===== config.mk =====
export PLATFORM = sky130hd
export DESIGN_NAME = bufgce_ctrl
export DESIGN_NICKNAME = d
export VERILOG_FILES = /design/src/rtl/bufgce_ctrl_pkg.sv /design/src/rtl/bufgce_ctrl_timer.sv /design/src/rtl/bufgce_ctrl.sv
export SDC_FILE = /design/constraint.sdc
export NUM_CORES = 1
export LEC_CHECK = 0
export BUFFER_PORTS_ARGS = -buffer_cell sky130_fd_sc_hd__buf_2
export CORE_MARGIN = 2
export CORE_UTILIZATION = 56
export CTS_CLUSTER_DIAMETER = 80
export CTS_CLUSTER_SIZE = 40
export DETAILED_ROUTE_END_ITERATION = 16
export GPL_TIMING_DRIVEN = 0
export PLACE_DENSITY = 0.89
export RECOVER_POWER = 25
export SYNTH_ARGS = -nofsm -noshare
export SYNTH_HDL_FRONTEND = slang
export SYNTH_HIERARCHICAL = 1
export SYNTH_SLANG_ARGS = --single-unit

===== constraint.sdc =====
create_clock -name clk_i -period 6.37 [get_ports clk_i]
set_input_delay 1.274 -clock clk_i [delete_from_list [all_inputs] [get_ports clk_i]]
set_output_delay 1.274 -clock clk_i [all_outputs]
set_load 0.005 [all_outputs]

===== src/rtl/bufgce_ctrl_pkg.sv =====
// Shared types and helpers for the BUFGCE clock-enable scheduler.
// The state encoding is visible on the debug port, so the values are fixed.
package bufgce_ctrl_pkg;

  localparam int STATE_W     = 2;
  localparam int NUM_REQ_MAX = 16;

  typedef enum logic [STATE_W-1:0] {
    ST_OFF  = 2'd0,
    ST_WAKE = 2'd1,
    ST_ON   = 2'd2,
    ST_HOLD = 2'd3
  } state_e;

  // Wide enough to hold the largest value any timeout can load.
  function automatic int tmr_width(input int wake_cycles,
                                   input int idle_cycles,
                                   input int min_off);
    int max_v;
    max_v = wake_cycles;
    if (idle_cycles > max_v) max_v = idle_cycles;
    if (min_off > max_v) max_v = min_off;
    return $clog2(max_v + 1);
  endfunction

endpackage


===== src/rtl/bufgce_ctrl_timer.sv =====
// Loadable down-counter shared by every timeout of the scheduler.
// Load has priority over decrement; decrement saturates at zero.
module bufgce_ctrl_timer #(
  parameter int W = 4
) (
  input  logic         clk_i,
  input  logic         rst_n_i,
  input  logic         load_i,
  input  logic [W-1:0] load_val_i,
  input  logic         dec_i,
  output logic         zero_o
);

  logic [W-1:0] cnt_q;
  logic [W-1:0] cnt_d;

  always_comb begin
    cnt_d = cnt_q;
    if (load_i) begin
      cnt_d = load_val_i;
    end else if (dec_i && (cnt_q != '0)) begin
      cnt_d = cnt_q - 1'b1;
    end
  end

  always_ff @(posedge clk_i or negedge rst_n_i) begin
    if (!rst_n_i) begin
      cnt_q <= '0;
    end else begin
      cnt_q <= cnt_d;
    end
  end

  assign zero_o = (cnt_q == '0);

endmodule


===== src/rtl/bufgce_ctrl.sv =====
// Drives the CE pin of a BUFGCE on behalf of NUM_REQ level requesters:
// wake settle before ACK, idle timeout before CE drops, enforced minimum off time.
module bufgce_ctrl
  import bufgce_ctrl_pkg::*;
#(
  parameter int NUM_REQ     = 4,
  parameter int WAKE_CYCLES = 2,
  parameter int IDLE_CYCLES = 16,
  parameter int MIN_OFF     = 2
) (
  input  logic               clk_i,
  input  logic               rst_n_i,
  input  logic [NUM_REQ-1:0] req_i,
  input  logic               force_on_i,
  output logic               ce_out_o,
  output logic [NUM_REQ-1:0] ack_o,
  output logic [STATE_W-1:0] state_o
);

  localparam int TW = tmr_width(WAKE_CYCLES, IDLE_CYCLES, MIN_OFF);
  localparam logic [TW-1:0] WAKE_LD = TW'(WAKE_CYCLES - 1);
  localparam logic [TW-1:0] IDLE_LD = TW'(IDLE_CYCLES - 1);
  localparam logic [TW-1:0] OFF_LD  = TW'(MIN_OFF - 1);

  if (NUM_REQ < 1 || NUM_REQ > NUM_REQ_MAX) begin : g_bad_num_req
    $error("bufgce_ctrl: NUM_REQ must be 1..16");
  end
  if (WAKE_CYCLES < 1) begin : g_bad_wake
    $error("bufgce_ctrl: WAKE_CYCLES must be >= 1");
  end
  if (IDLE_CYCLES < 1) begin : g_bad_idle
    $error("bufgce_ctrl: IDLE_CYCLES must be >= 1");
  end
  if (MIN_OFF < 1) begin : g_bad_min_off
    $error("bufgce_ctrl: MIN_OFF must be >= 1");
  end

  state_e               state_q;
  logic                 ce_q;
  logic [NUM_REQ-1:0]   ack_q;
  logic                 any_req;
  logic                 tmr_load;
  logic                 tmr_dec;
  logic                 tmr_zero;
  logic [TW-1:0]        tmr_val;

  assign any_req = (|req_i) | force_on_i;

  always_comb begin
    tmr_load = 1'b0;
    tmr_dec  = 1'b0;
    tmr_val  = '0;
    case (state_q)
      ST_OFF: begin
        if (!tmr_zero) begin
          tmr_dec = 1'b1;
        end else if (any_req) begin
          tmr_load = 1'b1;
          tmr_val  = WAKE_LD;
        end
      end
      ST_WAKE: tmr_dec = !tmr_zero;
      ST_ON: begin
        if (!any_req) begin
          tmr_load = 1'b1;
          tmr_val  = IDLE_LD;
        end
      end
      ST_HOLD: begin
        // A returning request resumes ON without touching the counter.
        if (!any_req) begin
          if (!tmr_zero) begin
            tmr_dec = 1'b1;
          end else begin
            tmr_load = 1'b1;
            tmr_val  = OFF_LD;
          end
        end
      end
      default: ;
    endcase
  end

  bufgce_ctrl_timer #(
    .W (TW)
  ) u_timer (
    .clk_i      (clk_i),
    .rst_n_i    (rst_n_i),
    .load_i     (tmr_load),
    .load_val_i (tmr_val),
    .dec_i      (tmr_dec),
    .zero_o     (tmr_zero)
  );

  always_ff @(posedge clk_i or negedge rst_n_i) begin
    if (!rst_n_i) begin
      state_q <= ST_OFF;
      ce_q    <= 1'b0;
      ack_q   <= '0;
    end else begin
      case (state_q)
        ST_OFF: begin
          if (tmr_zero && any_req) begin
            state_q <= ST_WAKE;
            ce_q    <= 1'b1;
          end
        end
        ST_WAKE: begin
          // Never aborts: once CE rose it must reach ON to honour pulse width.
          if (tmr_zero) begin
            state_q <= ST_ON;
            ack_q   <= req_i;
          end
        end
        ST_ON: begin
          if (any_req) begin
            ack_q <= req_i;
          end else begin
            state_q <= ST_HOLD;
            ack_q   <= '0;
          end
        end
        ST_HOLD: begin
          if (any_req) begin
            state_q <= ST_ON;
          end else if (tmr_zero) begin
            state_q <= ST_OFF;
            ce_q    <= 1'b0;
          end
        end
        default: begin
          state_q <= ST_OFF;
          ce_q    <= 1'b0;
          ack_q   <= '0;
        end
      endcase
    end
  end

  assign ce_out_o = ce_q;
  assign ack_o    = ack_q;
  assign state_o  = state_q;

endmodule


==> out/metrics.yaml <==
drt:
  drc_errors: 0
  vias: 564
  wl_per_cell_um: 12.7
  drt_iter0_drc: 17
  drt-total-wl_um: 1270
  antenna_left: 0
  vias_per_cell: 5.64
  dr.pass1.iters: 4
sta:
  finalHoldViolCount: 0
  finalSetupViolCount: 0
  finalCritPeriodShare: 0.458
  finalWorstSetupSlack_ns: 3.45
  grt_setup_unrepaired: "false"
  clock_skew_ns: 0.00462
  slew_viol_final: 0
  slew_headroom: 0.583
  tightest_slew_ns: 0.626
  fmax_ghz: 0.343
  fin_tns_setup_ns: 0
  fin_crit_ns: 2.92
pwr:
  pwr-share-clk: 0.294
  swShare: 0.281
  power_leakage_uw: 0.000388
  power.density_mw_per_mm2: 236
  intPower_uw: 144
  ir_drop_mv: 0.156
  combPwrFrac: 0.220
  pwr-share-seq: 0.486
  p_sw_uw: 56.2
placement:
  pre_cts_ws_ns: 3.19
  io_buffers: 13
  gp_congestion: 0.845
  hpwl_um: 994
  placed_cell_area_sq_um: 811
synthesis:
  synthMuxAreaShare: 0.119
  synth_top_area_frac: 0.412
  synth_adder_area_share: 0.0172
  yosysSeqAreaShare: 0.412
  synthSimpleGateAreaFrac: 0.227
  synth-edff-count: 0
  synth_area_leader_cell: "dfrtp_1"
  ys_ff_latch: 12
  synthTopCellsByArea: "dfrtp_1 (41%), mux2_4 (10%), a21oi_1 (5.5%), buf_6 (3.1%), inv_1 (2.6%)"
  synth_top_family_by_area: "simple AND/OR/NAND/NOR gates"
  synth_xor_area_frac: 0
  synth.distinct_cells: 34
  syn_area_sq_um: 728
  ys.warnings.count: 6
  synth_compound_area_frac: 0.158
  syn_inst: 69
  avgSynthCellArea_sq_um: 10.6
  synthesis.nets: 77
  ys_async_sr_fraction: 1.00
  yosys_most_used_dff: "dfrtp_1"
setup_path:
  timing.critical_path.required_ns: 6.58
  worstSetupPathType: "in2reg"
  path_buf_inv: 1
  worst_setup_path_end_kind: "register"
  slowest_stage: "or4b_1"
  critPathTopFamily: "simple AND/OR/NAND/NOR gates"
  path_cells: "buf_2 > nor2_1 > nand3_1 > a21oi_1 > or4b_1 > or3_1 > a21oi_2"
  worstPathArrival_ns: 3.12
  max_stage_delay_ns: 0.49
  start_kind: "input port"
  path_max_fanout: 6
finish:
  multiInputGateArea_sq_um: 383
  postLayoutCellArea_sq_um: 846
  area_growth_pct: 16.2
  fin_nets: 95
  drive_gt1_frac: 0.349
  n_fill_cell: 95
  seq_area_sq_um: 300
  n_antenna_cell: 0
  final_cell_mix: "dfrtp_1 (12), buf_2 (12), a21oi_1 (8)"
  final_util: 0.732
global_routing:
  grt-ovfl-total: 0
  top_usage_layer: "met2"
  use_met3: 0.0833
  use_met2: 0.335
  grt_pass1_wl_um: 2060
  grt.met1_usage: 0.234
  grt_use_total: 0.197
  grt_pass1_vias: 502
  antenna_found_initial: 0
  grt_max_degree: 13
clock_network:
  cts_buffers: 3
  htree_num_levels: 1
  cts_tree: "done"
  cts.hold.buffers_added: 0
  cts_sinks: 12
  clkSlewWorstSetupHoldPaths_ns: 0.07
  root_buffer: "clkbuf_4"
  cts_setup_buffers: 0
  postCtsResizedCells: 0
  clk_path_buf_depth: 2
  clkLatencyLatePin_ns: 0.27
floorplan:
  die_area_sq_mm: 0.00160
  die_h_um: 40.1
  num_rows: 12
  start_util: 0.630
  die_w_um: 40.1
  coreArea_sq_mm: 0.00116
  ios: 14
outcome:
  status: "finished, final reports clean"
min_path:
  hp-class: "reg2reg"
run:
  cap_viol_max_count: 0
## synthesized netlist by cell type (all sizes together) (3+ instances only)
cell	instances
a21oi	9
dfrtp	12
inv	5
mux2	6
nand2	4
nor2	3
## state kept, by name (all words and copies together) (netlist names)
| name | flops |
|---|---|
| ack_o | 4 |
| ce_out_o | 1 |
| state_o | 2 |
| u_timer/cnt_q | 5 |
## logic make-up after synthesis
kind of cell | after synthesis
simple gates | 24
compound gates | 17
flops | 12
buf+inv | 8
mux | 6
fa+ha+maj | 1
other cells | 1
## cell type report
cell class,instances,area share
Multi-Input combinational cell,49,0.453
Sequential cell,12,0.355
Timing Repair Buffer,13,0.0754
Clock buffer,4,0.0429
Buffer,3,0.0311
Inverter,5,0.0222
Tap cell,14,0.0207
## power groups by stage
stage | clock network, uW | registers [uW] | logic [uW]
detailed placement | 0 | 98.6 | 44.6
global route | 64.2 | 98.6 | 51.3
CTS | 60.0 | 97.2 | 44.8
floorplan | 0 | 96.3 | 32.9
global placement | 0 | 97.9 | 42.7
finish | 58.8 | 97.1 | 44.0
## final timing paths
path                                  start               end  slack, ns  cells after the start
min in group asynchronous           rst_n_i  u_timer/cnt_q[4]       0.99                      1
setup reg to reg           u_timer/cnt_q[0]  u_timer/cnt_q[3]       3.83                     10
setup / recovery                   req_i[2]  u_timer/cnt_q[3]       3.45                      7
max in group asynchronous           rst_n_i        state_o[1]       4.98                      1
hold reg to reg                    ack_o[0]          ack_o[0]       0.51                      1
hold / removal                     ack_o[0]          ack_o[0]       0.51                      1
## metrics by stage
stage	instances	power [uW]	hold WS (ns)
finish	100	200	0.510
global route	100	214	0.531
CTS	100	202	0.513
detailed placement	96	143	0.496
global placement	96	141	0.486
floorplan	69	129	0.506
## per-layer routing
layer	vias to the layer above	wire (um)
met4	0	9
met2	14	645
li1	287	-
met5	-	0
met1	261	541
met3	2	72
Note: power is estimated with default switching activity, not from simulation.
